==> src/rtl/tx_serialize.sv <==
// Dibit transmit serializer: one-word holding buffer, MSB-first dibit frame,
// optional zero padding, then an enforced inter-frame gap.
module tx_serialize #(
  parameter int unsigned PAD_DIBITS = 0,
  parameter int unsigned GAP_CYCLES = 48
) (
  input  logic        clk,
  input  logic        rst,
  input  logic        axiiv,
  input  logic [31:0] axiid,
  output logic        axiir,
  output logic        axiov,
  output logic [1:0]  axiod,
  output logic        axiol
);

  localparam int unsigned CNT_W  = 10;
  localparam int unsigned DCNT_W = 5;
  localparam int unsigned DIBITS = 16;

  localparam logic [DCNT_W-1:0] DATA_N    = DCNT_W'(DIBITS);
  localparam logic [DCNT_W-1:0] DATA_LAST = DCNT_W'(DIBITS - 1);
  localparam logic [CNT_W-1:0]  PAD_N     = CNT_W'(PAD_DIBITS);
  localparam logic [CNT_W-1:0]  PAD_LAST  = CNT_W'(PAD_DIBITS - 1);
  localparam logic [CNT_W-1:0]  GAP_N     = CNT_W'(GAP_CYCLES);
  localparam logic              PAD_EN    = 1'(PAD_DIBITS != 0);

  typedef enum logic [1:0] {IDLE, SEND, PAD, GAP} state_t;

  state_t              state;
  logic [31:0]         pend;
  logic                pend_v;
  logic [31:0]         sr;
  logic [DCNT_W-1:0]   dcnt;
  logic [CNT_W-1:0]    pcnt;
  logic [CNT_W-1:0]    gcnt;
  logic                accept;
  logic                load;

  // A new frame starts from IDLE, or on the very edge the gap expires.
  assign accept = axiiv && axiir;
  assign load   = pend_v && ((state == IDLE) || ((state == GAP) && (gcnt == GAP_N)));

  always_ff @(posedge clk) begin
    if (rst) begin
      state  <= IDLE;
      pend   <= '0;
      pend_v <= 1'b0;
      sr     <= '0;
      dcnt   <= '0;
      pcnt   <= '0;
      gcnt   <= '0;
      axiir  <= 1'b1;
      axiov  <= 1'b0;
      axiod  <= 2'b00;
      axiol  <= 1'b0;
    end else begin
      // Holding buffer: accept and load can never coincide since accept needs it empty.
      if (accept) begin
        pend   <= axiid;
        pend_v <= 1'b1;
        axiir  <= 1'b0;
      end else if (load) begin
        pend_v <= 1'b0;
        axiir  <= 1'b1;
      end

      if (load) begin
        state <= SEND;
        sr    <= {pend[29:0], 2'b00};
        axiov <= 1'b1;
        axiod <= pend[31:30];
        axiol <= 1'b0;
        dcnt  <= DCNT_W'(1);
      end else begin
        unique case (state)
          IDLE: begin
            axiov <= 1'b0;
            axiod <= 2'b00;
            axiol <= 1'b0;
          end
          SEND: begin
            if (dcnt == DATA_N) begin
              if (PAD_EN) begin
                state <= PAD;
                axiod <= 2'b00;
                axiol <= (PAD_N == CNT_W'(1));
                pcnt  <= CNT_W'(1);
              end else begin
                state <= GAP;
                axiov <= 1'b0;
                axiod <= 2'b00;
                axiol <= 1'b0;
                gcnt  <= CNT_W'(1);
              end
            end else begin
              axiod <= sr[31:30];
              sr    <= {sr[29:0], 2'b00};
              dcnt  <= dcnt + DCNT_W'(1);
              axiol <= !PAD_EN && (dcnt == DATA_LAST);
            end
          end
          PAD: begin
            if (pcnt == PAD_N) begin
              state <= GAP;
              axiov <= 1'b0;
              axiod <= 2'b00;
              axiol <= 1'b0;
              gcnt  <= CNT_W'(1);
            end else begin
              pcnt  <= pcnt + CNT_W'(1);
              axiol <= (pcnt == PAD_LAST);
            end
          end
          GAP: begin
            if (gcnt == GAP_N) begin
              state <= IDLE;
            end else begin
              gcnt <= gcnt + CNT_W'(1);
            end
          end
          default: state <= IDLE;
        endcase
      end
    end
  end

endmodule

==> config.mk <==
export PLATFORM = sky130hd
export DESIGN_NAME = tx_serialize
export DESIGN_NICKNAME = d
export VERILOG_FILES = /design/src/rtl/tx_serialize.sv
export SDC_FILE = /design/constraint.sdc
export NUM_CORES = 1
export LEC_CHECK = 0
export CAP_MARGIN = 25
export CORE_ASPECT_RATIO = 0.6
export CORE_MARGIN = 2
export CORE_UTILIZATION = 57
export CTS_CLUSTER_DIAMETER = 120
export DETAILED_ROUTE_END_ITERATION = 16
export HOLD_SLACK_MARGIN = 0.05
export PLACE_DENSITY = 0.8
export SYNTH_ARGS = -nofsm -noshare
export SYNTH_HDL_FRONTEND = slang
export SYNTH_SLANG_ARGS = --single-unit
==> constraint.sdc <==
create_clock -name clk -period 2.59 [get_ports clk]
set_input_delay 0.259 -clock clk [delete_from_list [all_inputs] [get_ports clk]]
set_output_delay 0.259 -clock clk [all_outputs]
set_load 0.03 [all_outputs]
==> flow_summary.json <==
{
  "yosysTopAreaCell": "dfxtp_1",
  "grt_pass1_wl_um": 15800,
  "fin_nets": 597,
  "synthTopCellsByArea": "dfxtp_1 46%, nand2_1 13%, a21oi_1 6.6%",
  "post_cts_resized": 0,
  "die_h_um": 70.1,
  "syn_area_um2": 4150,
  "final_antenna_net_count": 0,
  "grt_max_degree": 94,
  "diodes": 0,
  "p_sw_mw": 1.45,
  "overflow": 0,
  "max_freq_mhz": 435,
  "p_comb_share_pct": 28.1,
  "netlist-cell-type-count": 40,
  "hpwl_um": 5950,
  "die_area_um2": 8000,
  "crit_path_start_kind": "register",
  "numCtsBuffers": 9,
  "finalSetupTns_ns": 0,
  "worstMarginPinSlew_ns": 0.950,
  "slew_headroom_pct": 36.7,
  "grt_usage_pct": 24.8,
  "status": "finished, final reports clean",
  "wl_met3_um": 461,
  "drc": 0,
  "clkPwrFrac_pct": 30.1,
  "synth.top_cell.area_share_pct": 45.8,
  "power.density_nw_per_um2": 883,
  "clock_skew_ns": 0.00888,
  "wl_um": 9500,
  "finalCritPeriodShare_pct": 88.8,
  "hold_viol": 0,
  "cts_setup_buffers": 0,
  "ios": 40,
  "avgViaCountPerCell": 5.72,
  "ys_ff_latch": 95,
  "core_area_um2": 7150,
  "synth_edf_count": 0,
  "start_util_pct": 58.1,
  "synth_area_per_cell_um2": 7.91,
  "clk_pin_slew_worst_paths_ns": 0.06,
  "setup_viol": 0,
  "ys_seq_area_share_pct": 45.8,
  "cts_hold_buf": 0,
  "gp_congestion": 0.911,
  "p_int_mw": 2.85,
  "cts_tree": "built",
  "cts_root_buffer": "clkbuf_16",
  "numClockSinks": 95,
  "rsz0062_at_grt": "false",
  "p_sw_share_pct": 33.7,
  "hp-class": "input port to register",
  "die_w_um": 114,
  "drv_cap": 0,
  "antenna_found_initial": 0,
  "instances_no_fill": 645,
  "drt_first_pass_iters": 4,
  "ir_drop_mv": 0.444,
  "drv_slew": 0,
  "dp_cells": 629,
  "synth_top_flop_cell": "dfxtp_1",
  "port_buffers": 39,
  "layout-drive-gt1-share_pct": 6.14,
  "end_kind": "register",
  "period_needed_ns": 2.30,
  "via_count": 3692,
  "wire_per_inst_um": 14.7,
  "seq_power_share_pct": 41.8,
  "hold_ws_ns": 0.366,
  "top_layer_used": "met4",
  "met1_length_um": 4680,
  "yosys_warnings": 0,
  "crit_fanout": 12,
  "htreeDepth": 3,
  "synth_fp_nets": 573,
  "crit_type": "register to register",
  "layout_common_cells": "143 x nand2_1, 95 x dfxtp_1, 55 x a21oi_1, 43 x nor2_1, 38 x clkdlybuf4s50_1",
  "required_ns": 2.87,
  "clk_latency_ns": 0.35,
  "synthCells": 525,
  "wl_met2_um": 4230,
  "synthArstFlopShare_pct": 0,
  "rows": 24,
  "fillers": 619,
  "drt_first_iter_violations": 225,
  "final_common_cell": "nand2_1",
  "p_leak_nw": 1.72,
  "areaGrowthSynthToFinish_pct": 17.4,
  "grt_pass1_vias": 3350,
  "cp_data_arrival_time_ns": 2.58,
  "cts_buffer_depth": 2
}
==> power by group through the flow <==
stage	clock network [mW]	logic, mW	registers [mW]
6_report	1.30	1.21	1.80
5_1_grt	1.37	1.35	1.82
4_1_cts	1.32	1.19	1.80
3_5_place_dp	0	1.17	1.83
3_3_place_gp	0	1.14	1.81
2_1_floorplan	0	0.847	1.81
==> cell families (layout without fill, tap and decap cells) <==
kind of cell	count (synthesis)	count (layout)	synth area share, %
compound gates	121	121	19.2
xor+xnor	8	8	1.69
fa+ha+maj	13	13	3.92
buf+inv	55	84	5.37
flops	95	95	45.8
simple gates	233	233	24.0
==> sequential cells by signal (all words and copies together) (netlist names), 2 cells and up <==
name   count
axiod      2
sr        30
dcnt       5
pcnt      10
pend      32
gcnt      10
state      2
==> path summary, 6_finish.rpt <==
path / startpoint / end / slack [ns] / depth (start not counted)
max: state[0]$_SDFFE_PP0P_ / gcnt[8]$_SDFFE_PP0P_ / 0.29 / 7
min reg2reg: pend[8]$_SDFFE_PP0P_ / pend[8]$_SDFFE_PP0P_ / 0.46 / 2
max reg2reg: state[0]$_SDFFE_PP0P_ / gcnt[8]$_SDFFE_PP0P_ / 0.29 / 7
min: rst / axiir$_SDFFE_PP1P_ / 0.37 / 3
==> worst max-delay path, cell delays in order (launching register included) <==
cell,delay [ns]
dfxtp_1,0.43
inv_1,0.12
ha_1,0.25
inv_1,0.07
a41o_1,0.33
nand4_1,0.38
or4_1,0.57
o21ai_0,0.08
==> cell type report <==
| cell class | count | area (um2) | share of cell area [%] |
|---|---|---|---|
| Multi-Input combinational cell | 375 | 2040 | 41.8 |
| Sequential cell | 95 | 1900 | 39.0 |
| Timing Repair Buffer | 49 | 460 | 9.45 |
| Clock buffer | 11 | 233 | 4.78 |
| Tap cell | 91 | 114 | 2.34 |
| Inverter | 19 | 71.3 | 1.46 |
| Clock inverter | 5 | 56.3 | 1.16 |
==> stage by stage <==
step / area (um2) / total power [mW] / setup WS, ns / util, %
3_3_place_gp: 4580 / 2.96 / 0.460 / 64.1
5_1_grt: 4870 / 4.54 / 0.0195 / 68.2
3_5_place_dp: 4580 / 3.00 / 0.307 / 64.1
2_1_floorplan: 4150 / 2.65 / 0.499 / -
6_report: 4870 / 4.31 / 0.289 / 68.2
4_1_cts: 4870 / 4.30 / 0.312 / 68.2
==> metal layers <==
metal	track usage (%)	vias up
li1	-	1863
met4	7.99	0
met3	6.08	15
met2	37.1	84
met1	35.2	1730
met5	0	-
==> synthesized netlist by cell type, drive strengths merged (7+ instances only) <==
cell	count
a311oi	28
nor2	43
buf	7
clkbuf	29
nand2	144
ha	13
nand3	9
or4	8
o21ai	14
dfxtp	95
nand4	9
inv	18
a21oi	55
No activity file was read; power rests on OpenSTA's default activity.
